## src/rtl/bcd_pkg.sv

```systemverilog
// Shared definitions for the sequential BCD-to-binary converter:
// FSM state encoding, digit width and the output-width sizing function.
package bcd_pkg;

    localparam int DIGIT_W = 4;

    typedef enum logic [1:0] {
        IDLE,
        CONV,
        DONE
    } state_e;

    // Smallest width able to hold 10^digits - 1, i.e. ceil(log2(10^digits)).
    function automatic int bcdBinWidth(input int digits);
        longint unsigned lim;
        int              w;
        lim = 1;
        for (int i = 0; i < digits; i++) begin
            lim = lim * 10;
        end
        w = 0;
        while ((64'd1 << w) < lim) begin
            w++;
        end
        return w;
    endfunction

endpackage

```

## src/rtl/bcd_mac10.sv

```systemverilog
// Combinational fold step: result = acc*10 + digit, truncated to OUT_W,
// plus a flag for a digit above 9.
// Optional feature macro: BCD_DIGIT_CHECK_EN (enables the digit>9 comparator;
// without it the flag is tied low and out-of-range digits fold as-is).
module bcd_mac10
    import bcd_pkg::*;
#(
    parameter int OUT_W = 14
) (
    input  logic [OUT_W-1:0]   acc,
    input  logic [DIGIT_W-1:0] digit,
    output logic [OUT_W-1:0]   result,
    output logic               digit_err
);

    // Four guard bits hold acc*10 before truncation back to OUT_W.
    logic [OUT_W+3:0] acc_ext;
    logic [OUT_W+3:0] dig_ext;

    // Multiply by ten as (acc<<3)+(acc<<1), then add the incoming digit.
    always_comb begin
        acc_ext = {4'b0000, acc};
        dig_ext = (OUT_W + 4)'(digit);
        result  = OUT_W'((acc_ext << 3) + (acc_ext << 1) + dig_ext);
    end

`ifdef BCD_DIGIT_CHECK_EN
    assign digit_err = (digit > 4'd9);
`else
    assign digit_err = 1'b0;
`endif

endmodule

```

## src/rtl/bcd_to_bin_seq.sv

```systemverilog
// Sequential multi-digit BCD-to-binary converter. Folds one BCD digit per
// clock (most significant first) with valid/ready handshakes on both sides.
// Optional feature macro: BCD_DIGIT_CHECK_EN (digit>9 detection; a flagged
// word reports errOut=1 with binOut forced to 0).
module bcd_to_bin_seq
    import bcd_pkg::*;
#(
    parameter int DIGITS = 4,
    parameter int OUT_W  = 14
) (
    input  logic                    clk,
    input  logic                    rstN,
    input  logic [DIGIT_W*DIGITS-1:0] bcdIn,
    input  logic                    inValid,
    output logic                    inReady,
    output logic [OUT_W-1:0]        binOut,
    output logic                    outValid,
    input  logic                    outReady,
    output logic                    errOut
);

    localparam int IN_W  = DIGIT_W * DIGITS;
    localparam int CNT_W = 4;

    if (DIGITS < 1 || DIGITS > 9) begin : g_bad_digits
        $error("bcd_to_bin_seq: DIGITS must be in 1..9");
    end
    if (OUT_W < bcdBinWidth(DIGITS)) begin : g_bad_out_w
        $error("bcd_to_bin_seq: OUT_W too narrow for DIGITS");
    end

    state_e             state_q, state_d;
    logic [IN_W-1:0]    sreg_q,  sreg_d;
    logic [OUT_W-1:0]   acc_q,   acc_d;
    logic [OUT_W-1:0]   bin_q,   bin_d;
    logic [CNT_W-1:0]   cnt_q,   cnt_d;
    logic               err_q,   err_d;

    logic [DIGIT_W-1:0] top_digit;
    logic [OUT_W-1:0]   mac_result;
    logic               digit_err;

    // The digit being folded is always the top nibble of the shift register.
    assign top_digit = sreg_q[IN_W-1 -: DIGIT_W];

    bcd_mac10 #(
        .OUT_W (OUT_W)
    ) u_mac10 (
        .acc       (acc_q),
        .digit     (top_digit),
        .result    (mac_result),
        .digit_err (digit_err)
    );

    // Next-state and datapath updates for the IDLE -> CONV -> DONE sequence.
    always_comb begin
        state_d = state_q;
        sreg_d  = sreg_q;
        acc_d   = acc_q;
        bin_d   = bin_q;
        cnt_d   = cnt_q;
        err_d   = err_q;
        unique case (state_q)
            IDLE: begin
                if (inValid) begin
                    sreg_d  = bcdIn;
                    acc_d   = '0;
                    cnt_d   = CNT_W'(DIGITS - 1);
                    err_d   = 1'b0;
                    state_d = CONV;
                end
            end
            CONV: begin
                acc_d  = mac_result;
                sreg_d = sreg_q << DIGIT_W;
                cnt_d  = cnt_q - CNT_W'(1);
                err_d  = err_q | digit_err;
                if (cnt_q == '0) begin
                    // A flagged word never exposes its partial arithmetic.
                    bin_d   = (err_q | digit_err) ? '0 : mac_result;
                    cnt_d   = '0;
                    state_d = DONE;
                end
            end
            DONE: begin
                if (outReady) begin
                    state_d = IDLE;
                end
            end
            default: state_d = IDLE;
        endcase
    end

    // State and datapath registers; reset aborts any word in flight.
    always_ff @(posedge clk or negedge rstN) begin
        if (!rstN) begin
            state_q <= IDLE;
            sreg_q  <= '0;
            acc_q   <= '0;
            bin_q   <= '0;
            cnt_q   <= '0;
            err_q   <= 1'b0;
        end else begin
            state_q <= state_d;
            sreg_q  <= sreg_d;
            acc_q   <= acc_d;
            bin_q   <= bin_d;
            cnt_q   <= cnt_d;
            err_q   <= err_d;
        end
    end

    assign inReady  = (state_q == IDLE);
    assign outValid = (state_q == DONE);
    assign binOut   = bin_q;
    assign errOut   = outValid & err_q;

endmodule

```

## config.mk

```make
export PLATFORM = sky130hd
export DESIGN_NAME = bcd_to_bin_seq
export DESIGN_NICKNAME = d
export VERILOG_FILES = /design/src/rtl/bcd_pkg.sv /design/src/rtl/bcd_mac10.sv /design/src/rtl/bcd_to_bin_seq.sv
export SDC_FILE = /design/constraint.sdc
export NUM_CORES = 1
export LEC_CHECK = 0
export ABC_AREA = 1
export CAP_MARGIN = 20
export CORE_AREA = 2 2 73 75
export CTS_CLUSTER_DIAMETER = 40
export DETAILED_ROUTE_END_ITERATION = 8
export DIE_AREA = 0 0 75 77
export PLACE_DENSITY_LB_ADDON = 0.2
export SLEW_MARGIN = 10
export SYNTH_ARGS = -nofsm -noshare
export SYNTH_HDL_FRONTEND = slang
export SYNTH_SLANG_ARGS = --single-unit
```

## constraint.sdc

```tcl
create_clock -name clk -period 5.84 [get_ports clk]
set_input_delay 0.584 -clock clk [delete_from_list [all_inputs] [get_ports clk]]
set_output_delay 0.584 -clock clk [all_outputs]
set_load 0.02 [all_outputs]
```

==> impl_results.md, run 1 <==
* Status: complete, no violations
* Die W at 75 µm
* Clk pwr share at 0.096
* Crit path max fanout at 4
* Register area share after synthesis at 0.425
* Number of synthesized register bits at 49
* Yosys top cell area share at 0.425
* Post-detailed-route DRC marker count at 0
* Most frequent cells in the layout: nand2_1 (108), dfrtp_1 (49), inv_1 (47), clkdlybuf4s50_1 (34), o21ai_0 (25)
* Total track usage at 0.223
* DP HPWL at 4170 µm
* Nets at 434
* Synth top area cells: dfrtp_1 (42%), nand2_1 (14%), ha_1 (9.5%)
* Met2 GRT Util at 0.362
* Initial Util at 0.580
* FMAX at 439 MHz
* Reg power frac at 0.270
* Worst setup EP type: flop
* Post-route clock skew at 0.00832 ns
* Final Hold Viols at 0
* Pwr dens at 663 mW/mm²
* Max Cap Viol at 0
* Maximum root-to-sink buffer count at 2
* NetSw at 1100 µW
* Commonest non-fill, non-tap cell in the layout: nand2_1
* Top Usage Layer GRT: met2
* Mapped Avg Cell Area at 8.09 µm²
* Ports at 37
* RePlAce Congestion at 0.870
* Internal at 1130 µW
* DP Worst Slack at 3.57 ns
* Fillers at 430
* Num CTS Buffers at 5
* Wire length per cell at 12.2 µm
* Worst EP required at 6.02 ns
* Yosys top cell by area: dfrtp_1
* Area of the die at 0.00578 mm²
* Max VDD drop at 0.000392 V
* Post-Synthesis Cell Area at 0.00289 mm²
* Least-Margin Pin Slew at 0.735 ns
* RSZ-0062 raised after global routing: no
* Synth Instances at 357
* Number of routed nets with antenna violations at 0
* GR Layer Usage met3 at 0.0381
* FF/Latch Area at 0.00123 mm²
* WHS at 0.154 ns
* Initial antenna violation count at 0
* Die Y at 77 µm
* Root Driver: clkbuf_8
* Synth Net Count at 401
* Setup violators final at 0
* Area of the placeable core at 0.00498 mm²
* Fin. max-slew vios at 0
* Post-Route Setup TNS at 0 ns
* Reg clk slew, reported paths at 0.09 ns
* Fraction of layout cells with a size suffix above 1 at 0.0716
* GR Overflow Total at 0
* Min-Delay Path Class: input port to async pin
* Data arrival time of the critical path at 2.46 ns
* Rel. slew slack at 0.509
* First-pass GRT wire length at 10100 µm
* Kind of critical path: flop to flop
* Final Cycle Share at 0.390
* Syn-to-layout area delta at 16.7%
* Clk sinks at 49
* Static Leak at 0.00175 µW
* Unique masters post-synth at 34
* Largest net degree at the start of global routing at 50
* # diodes at 0
* GR Util met1 at 0.305
* DR pass1 iterations at 4
* Site Rows at 26
* Vias at 2334
* Post-CTS Resized at 0
* Clk_lat worst skew at 0.30 ns
* Multi-input combinational cell area at 0.00140 mm²
* 1st-iter DRT viols at 114
* Post-CTS setup buffers at 0
* Port Buffers at 35
* WL final at 5640 µm
* CTS tree: built
* Setup crit start kind: flop
* Vias in the first global route at 2248
* H-tree Lvls at 2
* Min cycle time layout at 2.28 ns
* CTS Hold Bufs at 0
* Yosys synthesis warning count at 0
* Comb power frac at 0.634
* Vias per inst at 5.06
* Worst setup margin at 3.56 ns
* Switching Fraction at 0.492
==> worst paths after layout <==
path                                       start  slack [ns]                     to  depth (start not counted)
max                         acc_q[2]$_DFFE_PN0P_        3.56  acc_q[10]$_DFFE_PN0P_                         10
min                                         rstN        0.15  binOut[3]$_DFFE_PN0P_                          1
max reg2reg                 acc_q[2]$_DFFE_PN0P_        3.56  acc_q[10]$_DFFE_PN0P_                         10
min reg2reg                binOut[2]$_DFFE_PN0P_        0.49  binOut[2]$_DFFE_PN0P_                          2
max in group asynchronous                   rstN        5.19  acc_q[10]$_DFFE_PN0P_                          2
min in group clk           binOut[2]$_DFFE_PN0P_        0.49  binOut[2]$_DFFE_PN0P_                          2
==> worst max-delay path, cell delays in order (launching register included) <==
cell	delay [ns]
dfrtp_1	0.39
inv_1	0.08
fa_1	0.48
inv_1	0.07
fa_1	0.50
nand3_1	0.12
nand3_1	0.11
nand2_1	0.12
nand3b_1	0.12
nand3_1	0.10
o21ai_0	0.08
==> flip-flops by register name (all words and copies together) (netlist names) <==
register,flops
binOut,14
acc_q,13
cnt_q,4
state_q,2
sreg_q,16
==> cell usage after synthesis, drive strengths merged <==
| cell | n |
|---|---|
| nand2 | 110 |
| buf | 8 |
| or2 | 2 |
| o21ai | 32 |
| a211oi | 1 |
| a21oi | 13 |
| o31ai | 1 |
| o22ai | 3 |
| xor2 | 2 |
| xnor2 | 2 |
| conb | 1 |
| clkbuf | 2 |
| fa | 2 |
| dfrtp | 49 |
| nand3b | 1 |
| o211ai | 5 |
| nand2b | 1 |
| nor2 | 23 |
| a22o | 1 |
| ha | 22 |
| inv | 51 |
| nand4 | 3 |
| nand3 | 22 |
==> through the flow <==
| stage | instance area, µm² | power (µW) | utilization | std cells |
|---|---|---|---|---|
| detailed placement | 3250 | 2030 | 0.654 | 452 |
| floorplan | 2890 | 1690 | - | 357 |
| finish | 3370 | 2230 | 0.677 | 461 |
| global placement | 3250 | 1990 | 0.654 | 452 |
| global route | 3370 | 2480 | 0.677 | 461 |
| CTS | 3350 | 2240 | 0.673 | 460 |
==> per-layer routing <==
layer	vias to the layer above	share of wire	routed length (µm)
met3	6	0.028	156
met4	0	0.011	61
met5	-	0	0
met2	36	0.47	2660
met1	1083	0.49	2760
li1	1209	-	-
==> cells by family after synthesis <==
| family | Yosys count | share of synthesized area |
|---|---|---|
| simple gates | 162 | 0.250 |
| buf+inv | 61 | 0.0906 |
| compound gates | 56 | 0.112 |
| flops | 49 | 0.425 |
| fa+ha+maj | 24 | 0.109 |
| xor+xnor | 4 | 0.0121 |
| other cells | 1 | 0.00130 |
==> power by group through the flow <==
stage	logic, µW	registers [µW]	clock network, µW
floorplan	1050	639	0
global placement	1390	607	0
global route	1620	623	233
finish	1420	604	214
detailed placement	1420	610	0
CTS	1420	605	218
==> area by class of cell <==
cell class	instances	area share
Timing Repair Buffer	36	0.108
Multi-Input combinational cell	247	0.416
Clock inverter	2	0.00408
Tap cell	70	0.0260
Inverter	51	0.0576
Sequential cell	49	0.364
Clock buffer	6	0.0245
No activity file was read; power rests on OpenSTA's default activity.
==> run 2, diff against run 1 <==
--- a/config.mk
+++ b/config.mk
@@ -7,10 +7,10 @@
 export LEC_CHECK = 0
 export ABC_AREA = 1
 export CAP_MARGIN = 20
-export CORE_AREA = 2 2 73 75
+export CORE_AREA = 2 2 79 81
 export CTS_CLUSTER_DIAMETER = 40
 export DETAILED_ROUTE_END_ITERATION = 8
-export DIE_AREA = 0 0 75 77
+export DIE_AREA = 0 0 81 83
 export PLACE_DENSITY_LB_ADDON = 0.2
 export SLEW_MARGIN = 10
 export SYNTH_ARGS = -nofsm -noshare
==> constraint.sdc (replaced) <==
create_clock -name clk -period 1.9 [get_ports clk]
set_input_delay 0.19 -clock clk [delete_from_list [all_inputs] [get_ports clk]]
set_output_delay 0.19 -clock clk [all_outputs]
set_load 0.02 [all_outputs]
==> impl_results.md, run 2 (synthesis gave the netlist of run 1 again) <==
* RePlAce Congestion at 0.937 (+7.7%)
* Ports at 37 (unchanged)
* Most frequent cells in the layout: nand2_1 (94), dfrtp_1 (49), inv_1 (42), clkdlybuf4s50_1 (34), buf_4 (28)
* Reg clk slew, reported paths at 0.09 ns (about the same)
* Data arrival time of the critical path at 2.26 ns (-0.20 ns)
* Initial Util at 0.497 (-0.0836)
* Worst EP required at 2.10 ns (-3.92 ns)
* Cell mode on critical path: inv_2
* Finished Layout Cells at 496 (+7.6%)
* Max incr delay on CP at 0.54 ns (+0.04 ns)
* Commonest non-fill, non-tap cell in the layout: nand2_1
* Die W at 81 µm (+8.0%)
* GR Overflow Total at 0 (unchanged)
* DP Worst Slack at -0.125 ns (-3.70 ns)
* Wire length per cell at 14.0 µm (+14%)
* DP HPWL at 4770 µm (+14%)
* Post-detailed-route DRC marker count at 0 (unchanged)
* Register with the most flip-flops: sreg_q
* Min-Delay Path Class: input port to async pin
* Num CTS Buffers at 5 (unchanged)
* Vias at 2555 (+9.5%)
* WHS at 0.384 ns (+0.231 ns)
* Fin. max-slew vios at 0 (unchanged)
* DR pass1 iterations at 4 (unchanged)
* Crit-path slowest cell: fa_1
* H-tree Lvls at 2 (unchanged)
* Site Rows at 28 (+7.7%)
* RSZ-0062 raised after global routing: yes
* Kind of critical path: flop to flop
* Min cycle time layout at 2.06 ns (-0.217 ns)
* Buffers & Inverters on Critical Path at 2 (unchanged)
* Final Hold Viols at 0 (unchanged)
* Crit path max fanout at 4 (unchanged)
* Status: finished with violations
* Die Y at 83 µm (+7.8%)
* First-pass GRT wire length at 11300 µm (+13%)
* Root Driver: clkbuf_8
* Largest net degree at the start of global routing at 50 (unchanged)
* WL final at 6930 µm (+23%)
* Post-route clock skew at 0.00500 ns (-0.00332 ns)
* Fraction of layout cells with a size suffix above 1 at 0.264 (+0.192)
* FMAX at 485 MHz (+11%)
* Final Cycle Share at 1.08 (+0.695)
* Cell Chain, Critical Path: inv_2 > fa_1 > inv_2 > fa_2 > nand3_2 > nand3_4 > nand2_2 > nand3b_1 > nand3_1 > o21ai_1
* Maximum root-to-sink buffer count at 2 (unchanged)
* Max Cap Viol at 0 (unchanged)
* Setup crit start kind: flop
* Port Buffers at 35 (unchanged)
* Worst setup EP type: flop
* Setup violators final at 18 (+18)
* # diodes at 0 (unchanged)
* Worst setup margin at -0.161 ns (-3.72 ns)
* Initial antenna violation count at 0 (unchanged)
* 1st-iter DRT viols at 107 (-6.1%)
* Max reg flops at 16 (unchanged)
* Vias per inst at 5.15 (+1.7%)
* Area of the placeable core at 0.00582 mm² (+17%)
* Nets at 464 (+6.9%)
* Number of routed nets with antenna violations at 0 (unchanged)
* Crit path max-delay family: adder cells
* Area of the die at 0.00672 mm² (+16%)
* Total track usage at 0.216 (-0.00713)
* Failing checks: setup timing
* CTS tree: built
* Clk_lat worst skew at 0.31 ns (about the same)
* Clk sinks at 49 (unchanged)
* Vias in the first global route at 2430 (+8.1%)
* DP Cell Count at 479 (+6.0%)
* Syn-to-layout area delta at 37.3%
run 2: cell count changes in the layout (fill, tap and decap cells not counted), sizes merged:
cell and change:
buf +29, clkinv -2, bufinv +1, clkinvlp +1, dlygate4sd3 +1
run 2: metrics by stage:
stage / instance area [µm²] / TNS, ns / utilization
finish: 3960 / -1.65 / 0.682
floorplan: 2950 / -0.0148 / -
global placement: 3500 / -0.537 / 0.601
CTS: 3750 / -1.25 / 0.645
global route: 3960 / -3.52 / 0.682
detailed placement: 3500 / -1.24 / 0.601
run 2: routing by layer:
metal | share of wire | track usage | vias up
li1 | - | - | 1267
met1 | 0.44 | 0.297 | 1211
met2 | 0.50 | 0.334 | 66
met3 | 0.042 | 0.0391 | 11
met4 | 0.019 | 0.0894 | 0
met5 | 0 | 0 | -
run 2: tightest hold or removal path, stage by stage:
cell and delay, ns:
dlygate4sd3_1 0.52, buf_2 0.12, buf_12 0.25
run 2: worst paths after layout:
path                                     endpoint  slack, ns  cells past startpoint                   start
min in group clk           state_q[1]$_DFFE_PN0P_       0.43                      2                outReady
min                         binOut[3]$_DFFE_PN0P_       0.38                      3                    rstN
max in group asynchronous  binOut[12]$_DFFE_PN0P_       1.28                      3                    rstN
max                         acc_q[10]$_DFFE_PN0P_      -0.16                     10  sreg_q[15]$_DFFE_PN0P_
min reg2reg                binOut[11]$_DFFE_PN0P_       0.48                      2  binOut[11]$_DFFE_PN0P_
max reg2reg                 acc_q[10]$_DFFE_PN0P_      -0.16                     10  sreg_q[15]$_DFFE_PN0P_
run 2: area by class of cell:
cell class,instances,area [µm²]
Sequential cell,49,1230
Clock inverter,2,37.5
Multi-Input combinational cell,247,1730
Fill cell,453,1850
Tap cell,75,93.8
Timing Repair Buffer,66,597
Clock buffer,6,82.6
Inverter,51,194
run 2: what timing repair did:
item / in CTS / in global routing
pin swaps: 12 / 16
hold buffers: 1 / 0
setup endpoints to repair: 19 / 20
hold endpoints to repair: 49 / 0
resized for setup: 16 / 41
buffers inserted: 5 / 3
Power of run 2 is not shown: default switching activity piles up to over one toggle a cycle in this logic, so the estimate is an artifact.
